### src/rtl/packet_mem_arbiter.sv
// Round-robin arbiter sharing one synchronous packet-memory read port among
// several BPF cores. Each grant travels down an RD_LATENCY-deep pipeline and
// returns a one-cycle req_valid pulse to its core, together with mem_data.
// A core stays stalled from the cycle it raises req_rd_en up to and including
// its grant cycle, and keeps stalling until its req_valid cycle.
module packet_mem_arbiter #(
    parameter int unsigned N_CORES    = 4,
    parameter int unsigned ADDR_WIDTH = 32,
    parameter int unsigned DATA_WIDTH = 64,
    parameter int unsigned RD_LATENCY = 1
) (
    input  logic                          clk,
    input  logic                          rst,
    input  logic [N_CORES-1:0]            req_rd_en,
    input  logic [N_CORES*ADDR_WIDTH-1:0] req_addr,
    output logic [N_CORES-1:0]            req_stall,
    output logic [N_CORES-1:0]            req_valid,
    output logic [DATA_WIDTH-1:0]         req_data,
    output logic                          mem_rd_en,
    output logic [ADDR_WIDTH-1:0]         mem_addr,
    input  logic [DATA_WIDTH-1:0]         mem_data
);

    localparam int unsigned IdxW = (N_CORES > 1) ? $clog2(N_CORES) : 1;
    typedef logic [IdxW-1:0] idx_t;

    logic [N_CORES-1:0]    busy_q, busy_d;
    logic [N_CORES-1:0]    eligible;
    logic [N_CORES-1:0]    grant;
    idx_t                  ptr_q, ptr_d;
    idx_t                  gnt_idx;
    idx_t                  cand;
    logic                  gnt_vld;
    logic [RD_LATENCY-1:0] pipe_vld_q;
    idx_t                  pipe_idx_q [RD_LATENCY];

    // A core that already has a read in flight is masked until its data returns.
    assign eligible = req_rd_en & ~busy_q;

    // Pick the first eligible core at or after the pointer; nothing is granted in reset.
    always_comb begin
        gnt_vld = 1'b0;
        gnt_idx = '0;
        cand    = '0;
        grant   = '0;
        for (int k = 0; k < int'(N_CORES); k++) begin
            cand = idx_t'((int'(ptr_q) + k) % int'(N_CORES));
            if (rst && !gnt_vld && eligible[cand]) begin
                gnt_vld = 1'b1;
                gnt_idx = cand;
            end
        end
        grant[gnt_idx] = gnt_vld;
    end

    // Memory request and pointer advance follow directly from the grant.
    always_comb begin
        mem_rd_en = gnt_vld;
        mem_addr  = gnt_vld ? req_addr[gnt_idx*ADDR_WIDTH +: ADDR_WIDTH] : '0;
        ptr_d     = ptr_q;
        if (gnt_vld) begin
            ptr_d = (gnt_idx == idx_t'(N_CORES - 1)) ? '0 : idx_t'(gnt_idx + 1'b1);
        end
    end

    // Return path: last pipeline stage selects which core sees the data.
    always_comb begin
        req_valid = '0;
        if (pipe_vld_q[RD_LATENCY-1]) begin
            req_valid[pipe_idx_q[RD_LATENCY-1]] = 1'b1;
        end
        req_data  = mem_data;
        busy_d    = (busy_q | grant) & ~req_valid;
        // Waiting or in-flight cores freeze; stall drops in the valid cycle.
        req_stall = (req_rd_en & ~busy_q) | (busy_q & ~req_valid);
    end

    // State: busy mask, priority pointer and the grant pipeline.
    always_ff @(posedge clk or negedge rst) begin
        if (!rst) begin
            busy_q     <= '0;
            ptr_q      <= '0;
            pipe_vld_q <= '0;
            for (int i = 0; i < int'(RD_LATENCY); i++) begin
                pipe_idx_q[i] <= '0;
            end
        end else begin
            busy_q        <= busy_d;
            ptr_q         <= ptr_d;
            pipe_vld_q[0] <= gnt_vld;
            pipe_idx_q[0] <= gnt_idx;
            for (int i = 1; i < int'(RD_LATENCY); i++) begin
                pipe_vld_q[i] <= pipe_vld_q[i-1];
                pipe_idx_q[i] <= pipe_idx_q[i-1];
            end
        end
    end

endmodule
### config.mk
export PLATFORM = sky130hd
export DESIGN_NAME = packet_mem_arbiter
export DESIGN_NICKNAME = d
export VERILOG_FILES = /design/src/rtl/packet_mem_arbiter.sv
export SDC_FILE = /design/constraint.sdc
export NUM_CORES = 1
export LEC_CHECK = 0
export ABC_AREA = 0
export CORE_AREA = 2 2 118 120
export DETAILED_ROUTE_END_ITERATION = 12
export DIE_AREA = 0 0 120 122
export DONT_BUFFER_PORTS = 1
export PLACE_DENSITY = 0.31
export SLEW_MARGIN = 0
export SYNTH_ARGS = -nofsm -noshare
export SYNTH_HDL_FRONTEND = slang
export SYNTH_SLANG_ARGS = --single-unit
### constraint.sdc
create_clock -name clk -period 3.6 [get_ports clk]
set_clock_uncertainty 0.2 [all_clocks]
set_input_delay 0.9 -clock clk [delete_from_list [all_inputs] [get_ports clk]]
set_output_delay 0.9 -clock clk [all_outputs]
set_load 0.005 [all_outputs]
==> flow_metrics.env, run 1 <==
export IMPL_cts_root_buf="clkbuf_16"
export IMPL_synthTopCellsByCount="67 x buf_4, 43 x nor2_1, 35 x a221oi_1, 29 x a221oi_2, 11 x buf_2"
export IMPL_ir_worst_vdd_mv=0.620
export IMPL_synth_fp_nets=465
export IMPL_dr_pass1_iters=4
export IMPL_avgSynthCellArea_um2=8.49
export IMPL_async_flop_share=1.00
export IMPL_yosysSeqAreaShare=0.0998
export IMPL_leakage_nw=1.05
export IMPL_r2r_cells=11
export IMPL_dp_hpwl_um=5520
export IMPL_syn_area_um2=2260
export IMPL_slew_viol_final=0
export IMPL_synth_cells=266
export IMPL_cts_tree="yes"
export IMPL_fillers=1459
export IMPL_final_area_um2=3090
export IMPL_syn_to_final_growth_pct=36.9
export IMPL_status="complete, but fails checks"
export IMPL_first_iter_violations=46
export IMPL_dpl_instance_area_um2=2090
export IMPL_yosys_warnings=0
export IMPL_p_per_area_nw_per_um2=1390
export IMPL_grt_util_met2=0.154
export IMPL_ant_nets=0
export IMPL_cts_buffers=3
export IMPL_clk_latency_ns=0.23
export IMPL_rows=43
export IMPL_cp_max_fo=9
export IMPL_grtUsageMet3=0.0187
export IMPL_layout_drive_gt1_share=0.634
export IMPL_die_area_um2=14600
export IMPL_grt_pass1_wl_um=10200
export IMPL_cp_start_kind="primary input"
export IMPL_top_usage_layer="met2"
export IMPL_ys_flop_type="dfrtp_1"
export IMPL_initial_core_util=0.167
export IMPL_timing_rr_end="ptr_q[1]"
export IMPL_min_path_type="primary input to async pin"
export IMPL_hold_buffers=0
export IMPL_finalSetupViolCount=32
export IMPL_antenna_found_initial=0
export IMPL_max_slew_worst_pin_slew_ns=0.544
export IMPL_viasPerCell=4.93
export IMPL_wl_per_cell_um=23.1
export IMPL_grt_overflow_total=0
export IMPL_synth_most_common_cell="buf_4"
export IMPL_nNetsFinal=427
export IMPL_fin_crit_sh=1.02
export IMPL_netlist_top_cells_area="buf_4 22%, a221oi_2 19%, a221oi_1 14%"
export IMPL_slew_headroom=0.636
export IMPL_clock_sinks=9
export IMPL_crit_required_ns=2.50
export IMPL_finalHoldViolations=0
export IMPL_arrival_ns=2.57
export IMPL_post_route_util=0.229
export IMPL_core_area_um2=13500
export IMPL_drc_errors=0
export IMPL_rr_startpoint="ptr_q[1]"
export IMPL_grt_pass1_vias=1757
export IMPL_min_period_ns=3.67
export IMPL_vias=2007
export IMPL_violations="setup timing"
export IMPL_synth_top_cell_area_share=0.223
export IMPL_grt_max_degree=40
export IMPL_grt_use_total=0.0890
export IMPL_h_tree_depth=1
export IMPL_ys_ff_latch=9
export IMPL_setup_slack_ns=-0.0721
export IMPL_die_h_um=122
export IMPL_cp_end_kind="output port"
export IMPL_yosys_area_top_type="buf_4"
export IMPL_synth_cell_type_count=39
export IMPL_path_clk_slew_ns=0.04
export IMPL_synth_edf_count=0
export IMPL_cap_violations=0
export IMPL_wirelength_um=9400
export IMPL_portBuffers=0
export IMPL_grt_use_met1=0.110
export IMPL_ctsLongestPathBuffers=2
export IMPL_dieWidth_um=120
export IMPL_rsz0062_at_grt="yes"
export IMPL_insertedDiodeCount=0
export IMPL_finalWeightedCongestion=0.742
export IMPL_io_pins=303
export IMPL_r2r_slack_ns=0.62
export IMPL_critical_path_class="primary input to output port"
export IMPL_max_freq_mhz=272
cells by family (layout without fill, tap and decap cells):
| logic type | count (synthesis) | count (layout) | synth area share |
|---|---|---|---|
| AOI/OAI and AO/OA | 93 | 94 | 0.436 |
| adders and majority gates | 1 | 1 | 0.00554 |
| buffers and inverters | 92 | 52 | 0.300 |
| DFF | 9 | 9 | 0.0998 |
| muxes | 4 | 4 | 0.0244 |
| and+or+nand+nor | 67 | 67 | 0.134 |
cell type report:
type                    instances  area (µm²)  area share
multi-input cells             166        1900       0.616
clock buffers                   4        78.8      0.0255
repair buffers                 43         637       0.206
well taps                     180         225      0.0729
inverters                       5        18.8     0.00608
flip-flops and latches          9         225      0.0729
worst max-delay path: stages:
cell and delay (ns):
nor2b_4 0.12, mux4_2 0.51, o21ai_2 0.16, buf_6 0.12, o22ai_4 0.06, buf_12 0.17
clkbuf_16 0.17, a221oi_4 0.29, nor2_2 0.06
flip-flops by register name, summed over array words and instances, names as in the netlist:
register / flops
pipe_vld_q: 1
busy_q: 4
pipe_idx_q: 2
ptr_q: 2
power by group:
part           total [mW]  switching [mW]  internal, mW
Clock               0.190          0.0428         0.147
Sequential          0.241          0.0877         0.153
Combinational        3.87            2.00          1.87
Total                4.30            2.13          2.17
timing repair:
item	CTS	global route
gates resized for setup	24	59
pin swaps	8	31
endpoints found under the setup margin	32	32
buffers inserted	2	5
gates cloned	2	14
worst max path at each step:
stage,start,to,slack (ns),cells past startpoint
finish,req_rd_en[1],mem_addr[6],-0.07,9
global route,req_rd_en[1],mem_addr[12],-0.14,8
CTS,req_rd_en[1],mem_addr[26],-0.09,8
detailed placement,req_rd_en[2],mem_addr[7],-0.23,8
global placement,req_rd_en[2],mem_addr[3],-0.27,8
floorplan,req_rd_en[1],mem_addr[10],-0.02,10
placed cells by master, fill, tap and decap left out, types with 2 or more instances in the layout:
master / synthesis / layout
a21oi_1: 6 / 6
a221oi_2: 29 / 43
a221oi_4: 0 / 21
a31oi_1: 3 / 3
buf_12: 0 / 7
buf_16: 0 / 3
buf_4: 67 / 19
buf_6: 9 / 5
clkbuf_16: 0 / 11
dfrtp_1: 9 / 9
inv_1: 3 / 3
inv_2: 2 / 2
mux2_2: 2 / 2
nand2_1: 5 / 5
nand2b_1: 4 / 4
nand3_1: 2 / 2
nor2_1: 43 / 30
nor2_2: 0 / 13
nor2b_4: 0 / 4
nor3_1: 3 / 2
nor3b_1: 2 / 2
o21a_1: 2 / 2
o21a_4: 1 / 2
o21ai_0: 6 / 6
o21ai_2: 1 / 2
metrics by stage:
stage	hold WS [ns]	TNS [ns]	total power, mW	cells	setup slack, ns
floorplan	0.291	-0.421	2.10	266	-0.0171
global placement	0.359	-2.96	2.56	381	-0.269
detailed placement	0.358	-2.90	2.57	381	-0.234
CTS	0.161	-1.90	3.15	389	-0.0945
global route	0.156	-3.36	4.61	407	-0.144
finish	0.167	-1.15	4.30	407	-0.0721
metal layers:
metal / vias to the layer above / part of all wire
met3: 22 / 0.064
met5: - / 0
met2: 108 / 0.51
met4: 0 / 0.021
met1: 988 / 0.40
li1: 889 / -
No activity file was read; power rests on OpenSTA's default activity.
==> run 2: changes to the inputs <==
Settings changed: SKIP_CTS_REPAIR_TIMING set to 1.
==> run 2 against run 1 <==
Effect of this change:
- the run still ends with setup timing left
- cell area decreased by 3.0%
- largest power group unchanged
- sequential power about the same
- global-route usage decreased by 0.56 points
==> flow_metrics.env, run 2 (synthesis gave the netlist of run 1 again) <==
export IMPL_cp_top_family="compound AO/OA/AOI/OAI gates"
export IMPL_violations="setup timing"
export IMPL_final_cell_mix="46 x a221oi_2, 31 x nor2_1, 20 x buf_4, 18 x a221oi_4"
export IMPL_cts_buffers=3
export IMPL_critical_path_class="primary input to output port"
export IMPL_leakage_nw=1.03
export IMPL_fin_setup_tns_ns=-1.46
export IMPL_status="complete, but fails checks"
export IMPL_dieWidth_um=120
export IMPL_slew_viol_final=0
export IMPL_crit_path_cell_trace="nor2b_4 > mux4_2 > o21ai_2 > o211ai_4 > o21a_4 > buf_12 > a221oi_4 > nor2_2"
export IMPL_layout_commonest_cell="a221oi_2"
export IMPL_insertedDiodeCount=0
export IMPL_crit_buf_inv=1
export IMPL_die_h_um=122
export IMPL_max_slew_worst_pin_slew_ns=0.543
export IMPL_cp_max_fo=10
export IMPL_slew_headroom=0.637
export IMPL_rsz0062_at_grt="yes"
export IMPL_syn_to_final_growth_pct=32.8
export IMPL_finalHoldViolations=0
export IMPL_grt_max_degree=40
export IMPL_finalSetupViolCount=32
export IMPL_drc_errors=0
export IMPL_cp_end_kind="output port"
export IMPL_crit_slowest_cell="mux4_2"
export IMPL_cp_start_kind="primary input"
export IMPL_portBuffers=0
export IMPL_wirelength_um=9280
export IMPL_crit_required_ns=2.50
export IMPL_rr_startpoint="ptr_q[0]"
export IMPL_dr_pass1_iters=4
export IMPL_grt_overflow_total=0
export IMPL_netSwitchingPower_mw=2.07
export IMPL_die_area_um2=14600
export IMPL_max_stage_delay_ns=0.51
export IMPL_finalWeightedCongestion=0.742
export IMPL_clk_latency_ns=0.23
export IMPL_ant_nets=0
export IMPL_nNetsFinal=425
export IMPL_reg_top3="busy_q x4, pipe_idx_q x2, ptr_q x2"
export IMPL_internal_power_mw=2.05
export IMPL_critPathLaunch="req_rd_en[1]"
export IMPL_stdcell_count=405
export IMPL_cts_root_buf="clkbuf_16"
export IMPL_core_area_um2=13500
export IMPL_fin_crit_sh=1.02
export IMPL_first_iter_violations=47
export IMPL_antenna_found_initial=0
export IMPL_grt_pass1_wl_um=9510
export IMPL_vias=2008
export IMPL_path_clk_slew_ns=0.04
export IMPL_p_seq_frac=0.058
export IMPL_post_route_util=0.222
export IMPL_viasPerCell=4.96
export IMPL_power_mw=4.12
export IMPL_dp_hpwl_um=5520
export IMPL_dp_cells=381
export IMPL_grt_use_total=0.0834
export IMPL_setup_slack_ns=-0.0740
export IMPL_clkPwrFrac=0.046
export IMPL_p_per_area_nw_per_um2=1380
export IMPL_h_tree_depth=1
export IMPL_p_sw_frac=0.502
export IMPL_ctsLongestPathBuffers=2
export IMPL_min_path_type="primary input to async pin"
export IMPL_largest_reg_flops=4
export IMPL_comb_power_share=0.895
export IMPL_min_period_ns=3.67
export IMPL_hold_worst_slack_ns=0.167
export IMPL_wl_per_cell_um=22.9
export IMPL_max_freq_mhz=272
export IMPL_ir_worst_vdd_mv=0.360
export IMPL_regMostFlops="busy_q"
export IMPL_clock_sinks=9
export IMPL_rows=43
export IMPL_io_pins=303
export IMPL_arrival_ns=2.57
export IMPL_cts_tree="yes"
export IMPL_layout_drive_gt1_share=0.622
export IMPL_cap_violations=0
export IMPL_initial_core_util=0.167
export IMPL_grt_pass1_vias=1636
[run 2: cell type report]
type / count / area (µm²)
clock buffer: 4 / 78.8
fill: 1461 / 10500
inverter: 5 / 21.3
multi-input combinational: 165 / 1850
sequential: 9 / 225
tap: 180 / 225
timing repair buffer: 42 / 599
[run 2: path summary, 6_finish.rpt]
path                                     to  cells after the start  slack (ns)
worst max-delay path            mem_addr[3]                      8       -0.07
worst min-delay path             pipe_vld_q                      0        0.17
worst max register to register     ptr_q[1]                     11        0.65
worst min register to register    busy_q[1]                      1        0.40
max in group asynchronous         busy_q[3]                      0        2.96
min in group clk                  busy_q[1]                      1        0.40
[run 2: power by group through the flow]
stage / clock network (mW) / registers [mW] / logic, mW
after floorplan: 0 / 0.196 / 1.90
after global placement: 0 / 0.238 / 2.32
after detailed placement: 0 / 0.236 / 2.34
after CTS: 0.196 / 0.235 / 2.34
after global routing: 0.202 / 0.254 / 3.97
final: 0.190 / 0.241 / 3.69
[run 2: worst reg2reg max path: stages, from the launching register on]
cell       delay [ns]
dfrtp_1          0.60
nand3_1          0.16
nor2_1           0.20
a311oi_4         0.07
buf_4            0.17
o31a_1           0.28
nand2_2          0.16
clkbuf_16        0.26
buf_4            0.17
inv_1            0.04
ha_1             0.26
mux2_2           0.26
[run 2: routing by layer]
metal | share of wire | wire length (µm) | global-route usage
met1 | 0.41 | 3830 | 0.105
met2 | 0.51 | 4700 | 0.141
met3 | 0.061 | 563 | 0.0178
met4 | 0.020 | 181 | 0.0294
met5 | 0 | 0 | 0
[run 2: per-stage QoR]
stage | area [µm²] | worst slack, ns
2_1_floorplan | 2280 | -0.0171
3_3_place_gp | 2090 | -0.269
3_5_place_dp | 2090 | -0.234
4_1_cts | 2170 | -0.241
5_1_grt | 3000 | -0.147
6_report | 3000 | -0.0740
